[src/rtl/instr_fetch.sv]
// Instruction fetch unit: single outstanding request to instruction memory and
// a valid/ready handoff of {instr, pc} to decode, with PC redirect on handshake.
module instr_fetch #(
  parameter logic [31:0] RESET_PC = 32'h0000_0000
) (
  input  logic        clk,
  input  logic        reset_n,
  input  logic [1:0]  PCSrc,
  input  logic [31:0] PCTarget,
  input  logic [31:0] ALUResult,
  output logic        imem_req,
  output logic [31:0] imem_addr,
  input  logic        imem_gnt,
  input  logic        imem_rvalid,
  input  logic [31:0] imem_rdata,
  output logic        instr_valid,
  input  logic        instr_ready,
  output logic [31:0] instr,
  output logic [31:0] pc,
  output logic [31:0] pc_plus4,
  output logic        misalign_err
);

  localparam int unsigned XLEN = 32;

  localparam logic [1:0] S_REQ   = 2'd0;
  localparam logic [1:0] S_WAIT  = 2'd1;
  localparam logic [1:0] S_VALID = 2'd2;

  localparam logic [1:0] PC_SEQ    = 2'b00;
  localparam logic [1:0] PC_BRANCH = 2'b01;
  localparam logic [1:0] PC_JALR   = 2'b10;

  localparam logic [XLEN-1:0] NOP_INSTR = XLEN'(32'h0000_0013);
  localparam logic [XLEN-1:0] JALR_MASK = XLEN'(32'hFFFF_FFFE);

  logic [1:0]      state_q, state_d;
  logic [XLEN-1:0] pc_q, pc_d;
  logic [XLEN-1:0] instr_q, instr_d;
  logic            misalign_q, misalign_d;
  logic [XLEN-1:0] seq_pc_c;
  logic [XLEN-1:0] next_pc_c;
  logic            redirect_c;

  // State and datapath registers
  always_ff @(posedge clk or negedge reset_n) begin
    if (!reset_n) begin
      state_q    <= S_REQ;
      pc_q       <= RESET_PC;
      instr_q    <= NOP_INSTR;
      misalign_q <= 1'b0;
    end else begin
      state_q    <= state_d;
      pc_q       <= pc_d;
      instr_q    <= instr_d;
      misalign_q <= misalign_d;
    end
  end

  assign seq_pc_c = pc_q + XLEN'(4);

  // Next-PC select; only meaningful in the decode handshake cycle
  always_comb begin
    next_pc_c  = seq_pc_c;
    redirect_c = 1'b0;
    case (PCSrc)
      PC_BRANCH: begin
        next_pc_c  = PCTarget;
        redirect_c = 1'b1;
      end
      PC_JALR: begin
        next_pc_c  = ALUResult & JALR_MASK;
        redirect_c = 1'b1;
      end
      default: next_pc_c = seq_pc_c;
    endcase
  end

  // Next-state and register updates
  always_comb begin
    state_d    = state_q;
    pc_d       = pc_q;
    instr_d    = instr_q;
    misalign_d = misalign_q;
    case (state_q)
      S_REQ: begin
        if (imem_gnt) state_d = S_WAIT;
      end
      S_WAIT: begin
        if (imem_rvalid) begin
          instr_d = imem_rdata;
          state_d = S_VALID;
        end
      end
      S_VALID: begin
        if (instr_ready) begin
          state_d = S_REQ;
          pc_d    = {next_pc_c[XLEN-1:2], 2'b00};
          if (redirect_c && (next_pc_c[1:0] != 2'b00)) misalign_d = 1'b1;
        end
      end
      default: state_d = S_REQ;
    endcase
  end

  assign imem_req     = (state_q == S_REQ);
  assign imem_addr    = pc_q;
  assign instr_valid  = (state_q == S_VALID);
  assign instr        = instr_q;
  assign pc           = pc_q;
  assign pc_plus4     = seq_pc_c;
  assign misalign_err = misalign_q;

endmodule

[config.mk]
export PLATFORM = sky130hd
export DESIGN_NAME = instr_fetch
export DESIGN_NICKNAME = d
export VERILOG_FILES = /design/src/rtl/instr_fetch.sv
export SDC_FILE = /design/constraint.sdc
export NUM_CORES = 1
export LEC_CHECK = 0
export CAP_MARGIN = 30
export CELL_PAD_IN_SITES_DETAIL_PLACEMENT = 0
export CELL_PAD_IN_SITES_GLOBAL_PLACEMENT = 1
export CORE_UTILIZATION = 23
export CTS_CLUSTER_DIAMETER = 100
export CTS_CLUSTER_SIZE = 30
export DETAILED_ROUTE_END_ITERATION = 12
export HOLD_SLACK_MARGIN = 0.12
export PLACE_DENSITY = 0.81
export SLEW_MARGIN = 5
export SYNTH_ARGS = -nofsm -noshare
export SYNTH_HDL_FRONTEND = slang
export SYNTH_SLANG_ARGS = --single-unit
[constraint.sdc]
create_clock -name clk -period 2.3 [get_ports clk]
set_input_delay 0.575 -clock clk [delete_from_list [all_inputs] [get_ports clk]]
set_output_delay 0.575 -clock clk [all_outputs]
set_load 0.03 [all_outputs]
== Word level (Yosys, flattened, before mapping) ==
Cells that the tools add are included.
Storage, ports and cells
  register bits after elaboration: 65
  input bits: 103
  logic and storage cells: 26
Operators by class
  add/sub/neg operators: 1
  eq/ne operators: 7
  mux-type cells: 6
  reduce and logical (&&, ||, !) cells: 8
Operators by type and width (count)
  32-bit case mux with 2 select lines: 1
  32-bit by 3-bit adder with 32-bit output (second input constant): 1
  2-bit 2-to-1 mux: 3
  2-bit case mux with 3 select lines: 1
  3-bit AND reduction: 2
  2-bit by 1-bit == test with 1-bit output (second input constant): 2
  2-bit == test (second input constant): 2
  2-bit by 1-bit != test with 1-bit output (second input constant): 2
  2-bit AND reduction: 2
  2-bit logical NOT: 1
  2-bit != test (second input constant): 1
  2-bit nonzero test: 1
  2-bit OR reduction: 1
  1-bit logical AND: 1
  1-bit 2-to-1 mux: 1

== Logic depth before layout (Yosys ltp) ==
Gate-level depths: netlist of the first run.
  depth after elaboration: 5
  depth in mapped cells: 8
  mapped depth without buffers: 6

== Least setup slack after synthesis of the first run ==
No wires, ideal clock.
  path kind: register to output
  start point: reg pc_q[2], in the netlist imem_addr[2]
  end point: out pc_plus4[24]
  arrival: 2291 ps
  slack: -566 ps
  stages on the path, launching flop included: 7
  buffers on the path: 1
  cells stage by stage: dfrtp_1 ha_1 and3_1 clkbuf_1 nand3_1 nor3_1 xor2_1
On the way
  cells in the longest elaborated chain, start to end: 1
RTL lines
  from (decl): line 38  | logic [XLEN-1:0] pc_q, pc_d;
  from (signal assigned): line 54  | pc_q <= pc_d;
  32-bit by 3-bit adder with 32-bit output: line 60  | assign seq_pc_c = pc_q + XLEN'(4);
  to (decl): line 20  | output logic [31:0] pc_plus4,
Every way passes these cells.

== Worst setup path in the final report of the first run ==
  start point: reg pc_q[11], in the netlist imem_addr[11]
  end point: out pc_plus4[29]
The elaborated chain is that of the path after synthesis.

==> metrics, run 1 <==
status complete, but fails checks; failing checks negative setup slack; DRC errors left 0; P_leak 3.53 nW; I/O Buffers 226; GRT Overall Usage 17.8%; type of origin of the critical path register; met1 GRT Util 20.9%; via count 4871; initial core utilization 23.9%; htree depth 3; endpoint class of the critical path output port; Yosys warnings 0; worst-margin pin slew 505 ps; Final min period 2660 ps; die area 19500 sq um; PwrDens 1100 nW/um^2; combinational share of power 65.2%; met3 Track Usage GR 5.26%; share of power burned in registers 20.9%; TritonRoute pass-1 iters 5; RSZ-0062 raised after global routing true; first-pass GRT wire length 26.8 mm; Vert. Die Dim 140 microns; Setup-failing EPs final 21; filler instances 1708; busiest grt layer met2; fmax 0.376 GHz; Switching Share 44.0%; clock share of power 13.9%; Clock Root Buffer clkbuf_16; setup ws final -358 ps; FP Rows 49; Yosys reg bits 65; Max Root-Sink Buffers 2; worst clock skew 9.71 ps; final core occ 47.2%; Avg WL per Cell 17.7 microns; wirelength, routed 17.5 mm; CTS tree done; register area 1660 sq um; fin nets 862; remaining antenna violation count 0; WS Path Type register to output port; CP max stage delay 650 ps; Avg Cell Area, Syn 9.39 sq um; Worst EP arrival 2080 ps; CTS buffer count 9; Hold Path Class input port to asynchronous set/reset pin; top_reg_cell synth dfrtp_1; vias in the first global route 4990; synthesized cell area 4360 sq um; pre-CTS setup slack -194 ps; met2 global-route usage 30.6%; area occupied by multi-input gates 2820 sq um; area grow syn2layout 97.8%; GP Congestion 0.772; sw power 4.19 mW; Clk Latency, worst-skew pair 340 ps; Avg Vias per Cell 4.92; maximum vdd drop 0.630 mV; Worst path slowest cell or4_4; Hold-fix buffers, CTS 0; die width 140 microns; I/O pin count 234; sequential fraction of the synthesis area 37.4%; reg2reg setup slack 240 ps; slew margin rel. 66.4%; initial drt markers 208; number of synthesized flops with an enable pin 0; WP data required 1730 ps; CP Cell Sequence nand4_1, or4_4, nor3_4, xor2_4, buf_12; area of the core 18300 sq um; Worst Path Max Fanout 7; dpl hpwl 12.9 mm; Hold WS 184 ps; largest net degree at the start of global routing 35; Max Slew Vio Count 0; internal power 5.33 mW; share of cells above drive strength 1 38.1%; FFs w/ async S/R, synth 100%; Unique masters post-synth 59; crit share post-route 116%; Hold Fails Final Rpt 0; remaining global-route overflow 0; antenna violations before repair 1; total of max-cap violations 0; synthesized instance count 464; Clock Sink Count 65; Clock transition at path regs 60 ps
==> flip-flops by register name, summed over array words and instances, names as in the netlist <==
| register | count |
|---|---|
| imem_addr | 30 |
| misalign_err | 1 |
| state_q | 2 |
| instr | 32 |
==> area by class of cell <==
class / instances / area share [%]
clock buffer: 9 / 2.61
timing repair buffer: 350 / 41.0
multi-input combinational: 318 / 32.7
tap: 229 / 3.32
antenna: 1 / 0.0290
sequential: 65 / 19.2
inverter: 12 / 0.566
clock inverter: 7 / 0.639
==> cells by family after synthesis <==
group / Yosys count / synth area share, %
flops: 65 / 37.4
fa+ha+maj: 3 / 0.861
mux: 33 / 8.50
xor+xnor: 25 / 5.02
other cells: 1 / 0.0861
simple gates: 145 / 19.4
buf+inv: 87 / 10.9
compound gates: 105 / 17.9
==> cells in the mapped netlist (all sizes together) (14+ instances only) <==
| master | count | area share, % |
|---|---|---|
| nand4 | 14 | 2.5 |
| clkbuf | 25 | 2.2 |
| buf | 50 | 7.7 |
| a22oi | 14 | 2.4 |
| nand2 | 27 | 2.3 |
| a21oi | 16 | 1.8 |
| dfrtp | 62 | 36 |
| mux2 | 32 | 8.3 |
| o21ai | 14 | 1.6 |
| nand3 | 28 | 3.2 |
| xnor2 | 14 | 2.8 |
==> what timing repair did <==
action	in CTS	in global routing
gates cloned	1	0
resized for setup	67	34
pin swaps	24	23
endpoints found under the setup margin	28	28
setup buffers	23	28
==> power groups by stage <==
stage	clock network (mW)	registers [mW]	logic [mW]
after CTS	1.36	1.98	5.87
after floorplan	0	3.00	2.22
after detailed placement	0	2.00	5.58
after global placement	0	1.98	5.55
final	1.32	1.99	6.21
after global routing	1.41	2.05	6.51
==> critical path: cells and delay by family, from the launching register on <==
family	cells	cell delay [ps]
simple gates	3	1050
flops	1	370
xor+xnor	1	190
buf+inv	1	130
==> final timing paths <==
kind                                      startpoint                        end  cells after the start
setup / recovery           imem_addr[11]$_DFFE_PN0P_               pc_plus4[29]                      5
hold / removal                               reset_n       instr[2]$_DFFE_PN0P_                      1
setup reg to reg            imem_addr[3]$_DFFE_PN0P_  imem_addr[18]$_DFFE_PN0P_                      8
hold reg to reg             misalign_err$_DFFE_PN0P_   misalign_err$_DFFE_PN0P_                      1
max in group asynchronous                    reset_n      instr[19]$_DFFE_PN0P_                      2
min in group clk            misalign_err$_DFFE_PN0P_   misalign_err$_DFFE_PN0P_                      1
==> cells in the final DEF (no fill, tap or decap), types with 6 or more instances in the layout <==
| master | count |
|---|---|
| nor3_4 | 8 |
| and3_1 | 6 |
| buf_6 | 36 |
| xor2_2 | 6 |
| nand4_1 | 12 |
| nand3_1 | 24 |
| conb_1 | 6 |
| nand2_1 | 20 |
| o22a_1 | 7 |
| a221oi_1 | 13 |
| dfrtp_2 | 20 |
| a22oi_1 | 14 |
| clkbuf_16 | 9 |
| buf_4 | 93 |
| buf_12 | 21 |
| mux2_2 | 32 |
| clkdlybuf4s50_1 | 192 |
| nand3b_1 | 10 |
| or4_1 | 7 |
| o21ai_0 | 12 |
| a22o_1 | 13 |
| dfrtp_1 | 42 |
| inv_1 | 11 |
| a21oi_1 | 16 |
==> metal layers <==
metal	wire length, microns	share of wire (%)
met5	0	0
met4	318	1.8
met3	1430	8.2
met2	8710	50
met1	7080	40
==> per-stage QoR <==
step / std cells / power (mW) / area (sq um) / setup TNS (ps)
after floorplan: 469 / 5.22 / 4720 / -674
after global placement: 927 / 7.52 / 7590 / -2470
after detailed placement: 927 / 7.58 / 7590 / -3320
after CTS: 965 / 9.21 / 8300 / -4900
after global routing: 991 / 9.98 / 8620 / -6100
final: 991 / 9.52 / 8620 / -4190
(Power assumes the default switching activity.)
==> run 2, diff against run 1 <==
--- a/config.mk
+++ b/config.mk
@@ -8,12 +8,12 @@
 export CAP_MARGIN = 30
 export CELL_PAD_IN_SITES_DETAIL_PLACEMENT = 0
 export CELL_PAD_IN_SITES_GLOBAL_PLACEMENT = 1
-export CORE_UTILIZATION = 23
+export CORE_UTILIZATION = 26
 export CTS_CLUSTER_DIAMETER = 100
 export CTS_CLUSTER_SIZE = 30
 export DETAILED_ROUTE_END_ITERATION = 12
 export HOLD_SLACK_MARGIN = 0.12
-export PLACE_DENSITY = 0.81
+export PLACE_DENSITY = 0.89
 export SLEW_MARGIN = 5
 export SYNTH_ARGS = -nofsm -noshare
 export SYNTH_HDL_FRONTEND = slang
==> run 2 against run 1 <==
Compared with the run above: non-clock buffer count fell by 30; via count decreased by 1.7%; combinational power is 4.0% lower; total power about the same; utilization is 4.7 points higher; setup slack better by 18 ps; sequential share of layout area up 0.59 points; largest cell class unchanged; maximum frequency up 0.68%; die area shrank 11%; routed wire length down 2.1%; first-iteration DRC count is 66% higher; largest power group unchanged; the run still ends with negative setup slack left; register-to-register slack got worse by 120 ps.
==> metrics, run 2 (synthesis gave the netlist of run 1 again) <==
status complete, but fails checks; failing checks negative setup slack; Max Slew Vio Count 0 (unchanged); Switching Share 43.7% (-0.34 points); total of max-cap violations 0 (unchanged); largest net degree at the start of global routing 66 (+89%); met2 global-route usage 33.2% (+2.6 points); Clock transition at path regs 50 ps (about the same); CP Cell Sequence nand4_1, or4_4, nor3_4, xor2_4, buf_6; Clk Latency, worst-skew pair 330 ps (about the same); ant diodes 0 (-1); worst r2r src imem_addr[10]$_DFFE_PN0P_; Avg Vias per Cell 5.05 (+2.8%); I/O pin count 234 (unchanged); pre-CTS setup slack -164 ps (+30.1 ps); I/O Buffers 226 (unchanged); fmax 0.379 GHz (+0.68%); worst-margin pin slew 877 ps (+372 ps); Setup-failing EPs final 23 (+9.5%); share of power burned in registers 21.3% (+0.4 points); combinational share of power 62.7% (-2.5 points); area grow syn2layout 91.9%; Worst path slowest cell or4_4; Max Root-Sink Buffers 2 (unchanged); most frequent cells in the layout 194 x clkdlybuf4s50_1, 77 x buf_4, 42 x dfrtp_1; first-pass GRT wire length 26.8 mm (-0.26%); busiest grt layer met2; slew margin rel. 41.6% (-25 points); dpl hpwl 12.5 mm (-2.7%); antenna violations before repair 0 (-1); Hold Fails Final Rpt 0 (unchanged); die area 17300 sq um (-11%); GP Congestion 0.820 (+6.2%); Worst Path Max Fanout 6 (-1); clock share of power 16.0% (+2.1 points); FP Rows 46 (-6.1%); met1 GRT Util 24.0% (+3.1 points); CP max stage delay 580 ps (-70 ps); share of cells above drive strength 1 35.3% (-2.8 points); Hold Path Class input port to asynchronous set/reset pin; number of flip-flops in the largest register 32 (unchanged); Clock Sink Count 65 (unchanged); maximum vdd drop 0.935 mV (+49%); Design Power 9.51 mW (about the same); TritonRoute pass-1 iters 5 (unchanged); Final min period 2640 ps (-18.0 ps); htree depth 3 (unchanged); fin nets 832 (-3.5%); WP data required 1730 ps (about the same); dpl cells 907 (-2.2%); reg2reg setup slack 120 ps (-120 ps); Worst EP arrival 2060 ps (-20 ps); worst clock skew 5.70 ps (-4.01 ps); vias in the first global route 4971 (-0.38%); die width 131 microns (-5.9%); Vert. Die Dim 131 microns (-5.9%); Clock Root Buffer clkbuf_16; remaining global-route overflow 0 (unchanged); sw power 4.15 mW (-0.87%); setup ws final -340 ps (+18.0 ps); initial core utilization 27.0% (+3.2 points); GRT Overall Usage 19.7% (+1.9 points); RSZ-0062 raised after global routing true; CTS tree done; most common cell after layout, fill and taps aside clkdlybuf4s50_1; wirelength, routed 17.2 mm (-2.1%); WS Path Type register to output port; crit share post-route 115% (-0.78 points); via count 4787 (-1.7%); area of the core 16100 sq um (-12%); Hold-fix buffers, CTS 0 (unchanged); remaining antenna violation count 0 (unchanged); P_leak 3.37 nW (-4.4%); DRC errors left 0 (unchanged); initial drt markers 345 (+66%); internal power 5.36 mW (+0.52%); met3 Track Usage GR 4.40% (-0.87 points); type of origin of the critical path register; CTS buffer count 9 (unchanged); Avg WL per Cell 18.1 microns (+2.5%); endpoint class of the critical path output port; PwrDens 1140 nW/um^2 (+3.0%); Finished Layout Cells 947 (-4.4%); beginning of the critical path imem_addr[10]$_DFFE_PN0P_; filler instances 1435 (-16%)
-- run 2: cell count changes in the layout (fill, tap and decap cells not counted), sizes merged --
cell / delta
clkdlybuf4s50: +2
dlymetal6s2s: -2
bufinv: +2
clkinvlp: -2
clkinv: -1
clkbuf: +1
buf: -29
diode: -1
clkdlybuf4s15: -1
-- run 2: area by class of cell --
cell class / count / area, sq um / area share, %
clock buffer: 10 / 239 / 2.86
clock inverter: 6 / 90.1 / 1.08
inverter: 12 / 45.0 / 0.539
multi-input combinational: 318 / 2840 / 33.9
sequential: 65 / 1660 / 19.8
tap: 216 / 270 / 3.23
timing repair buffer: 320 / 3230 / 38.6
-- run 2: final timing paths --
check / end / cells after the start
hold reg to reg: misalign_err$_DFFE_PN0P_ / 1
hold / removal: imem_addr[8]$_DFFE_PN0P_ / 1
max in group asynchronous: imem_addr[17]$_DFFE_PN0P_ / 1
setup reg to reg: imem_addr[27]$_DFFE_PN0P_ / 6
min in group clk: misalign_err$_DFFE_PN0P_ / 1
setup / recovery: pc_plus4[29] / 5
-- run 2: critical path: cells and delay by family, from the launching register on --
family / cells / cell delay, ps
and+or+nand+nor: 3 / 1040
DFF: 1 / 380
xor gates and xnor gates: 1 / 160
buffers and inverters: 1 / 140
-- run 2: layer usage --
layer | share of wire [%] | vias up
li1 | - | 2219
met1 | 41 | 2310
met2 | 50 | 219
met3 | 5.9 | 39
met4 | 3.1 | 0
met5 | 0 | -
-- run 2: power groups by stage --
stage	combinational [mW]	sequential (mW)	clock, mW
after floorplan	2.22	3.00	0
after global placement	5.43	1.97	0
after detailed placement	5.51	2.01	0
after CTS	5.82	2.01	1.56
after global routing	6.23	2.09	1.61
final	5.96	2.03	1.52
-- run 2: stage by stage --
step           TNS (ps)  hold WS, ps  utilization [%]  cell area [sq um]
2_1_floorplan      -674          279                -               4720
3_3_place_gp      -1480          439             46.4               7480
3_5_place_dp      -2180          443             46.4               7480
4_1_cts           -4420          388             51.1               8240
5_1_grt           -6620          423             51.9               8360
6_report          -4460          325             51.9               8360
-- run 2: what timing repair did --
| item | CTS | global route |
|---|---|---|
| cloned | 1 | 0 |
| setup buffers | 17 | 9 |
| resized for setup | 65 | 24 |
| pin swaps | 17 | 16 |
| setup endpoints to repair | 28 | 29 |
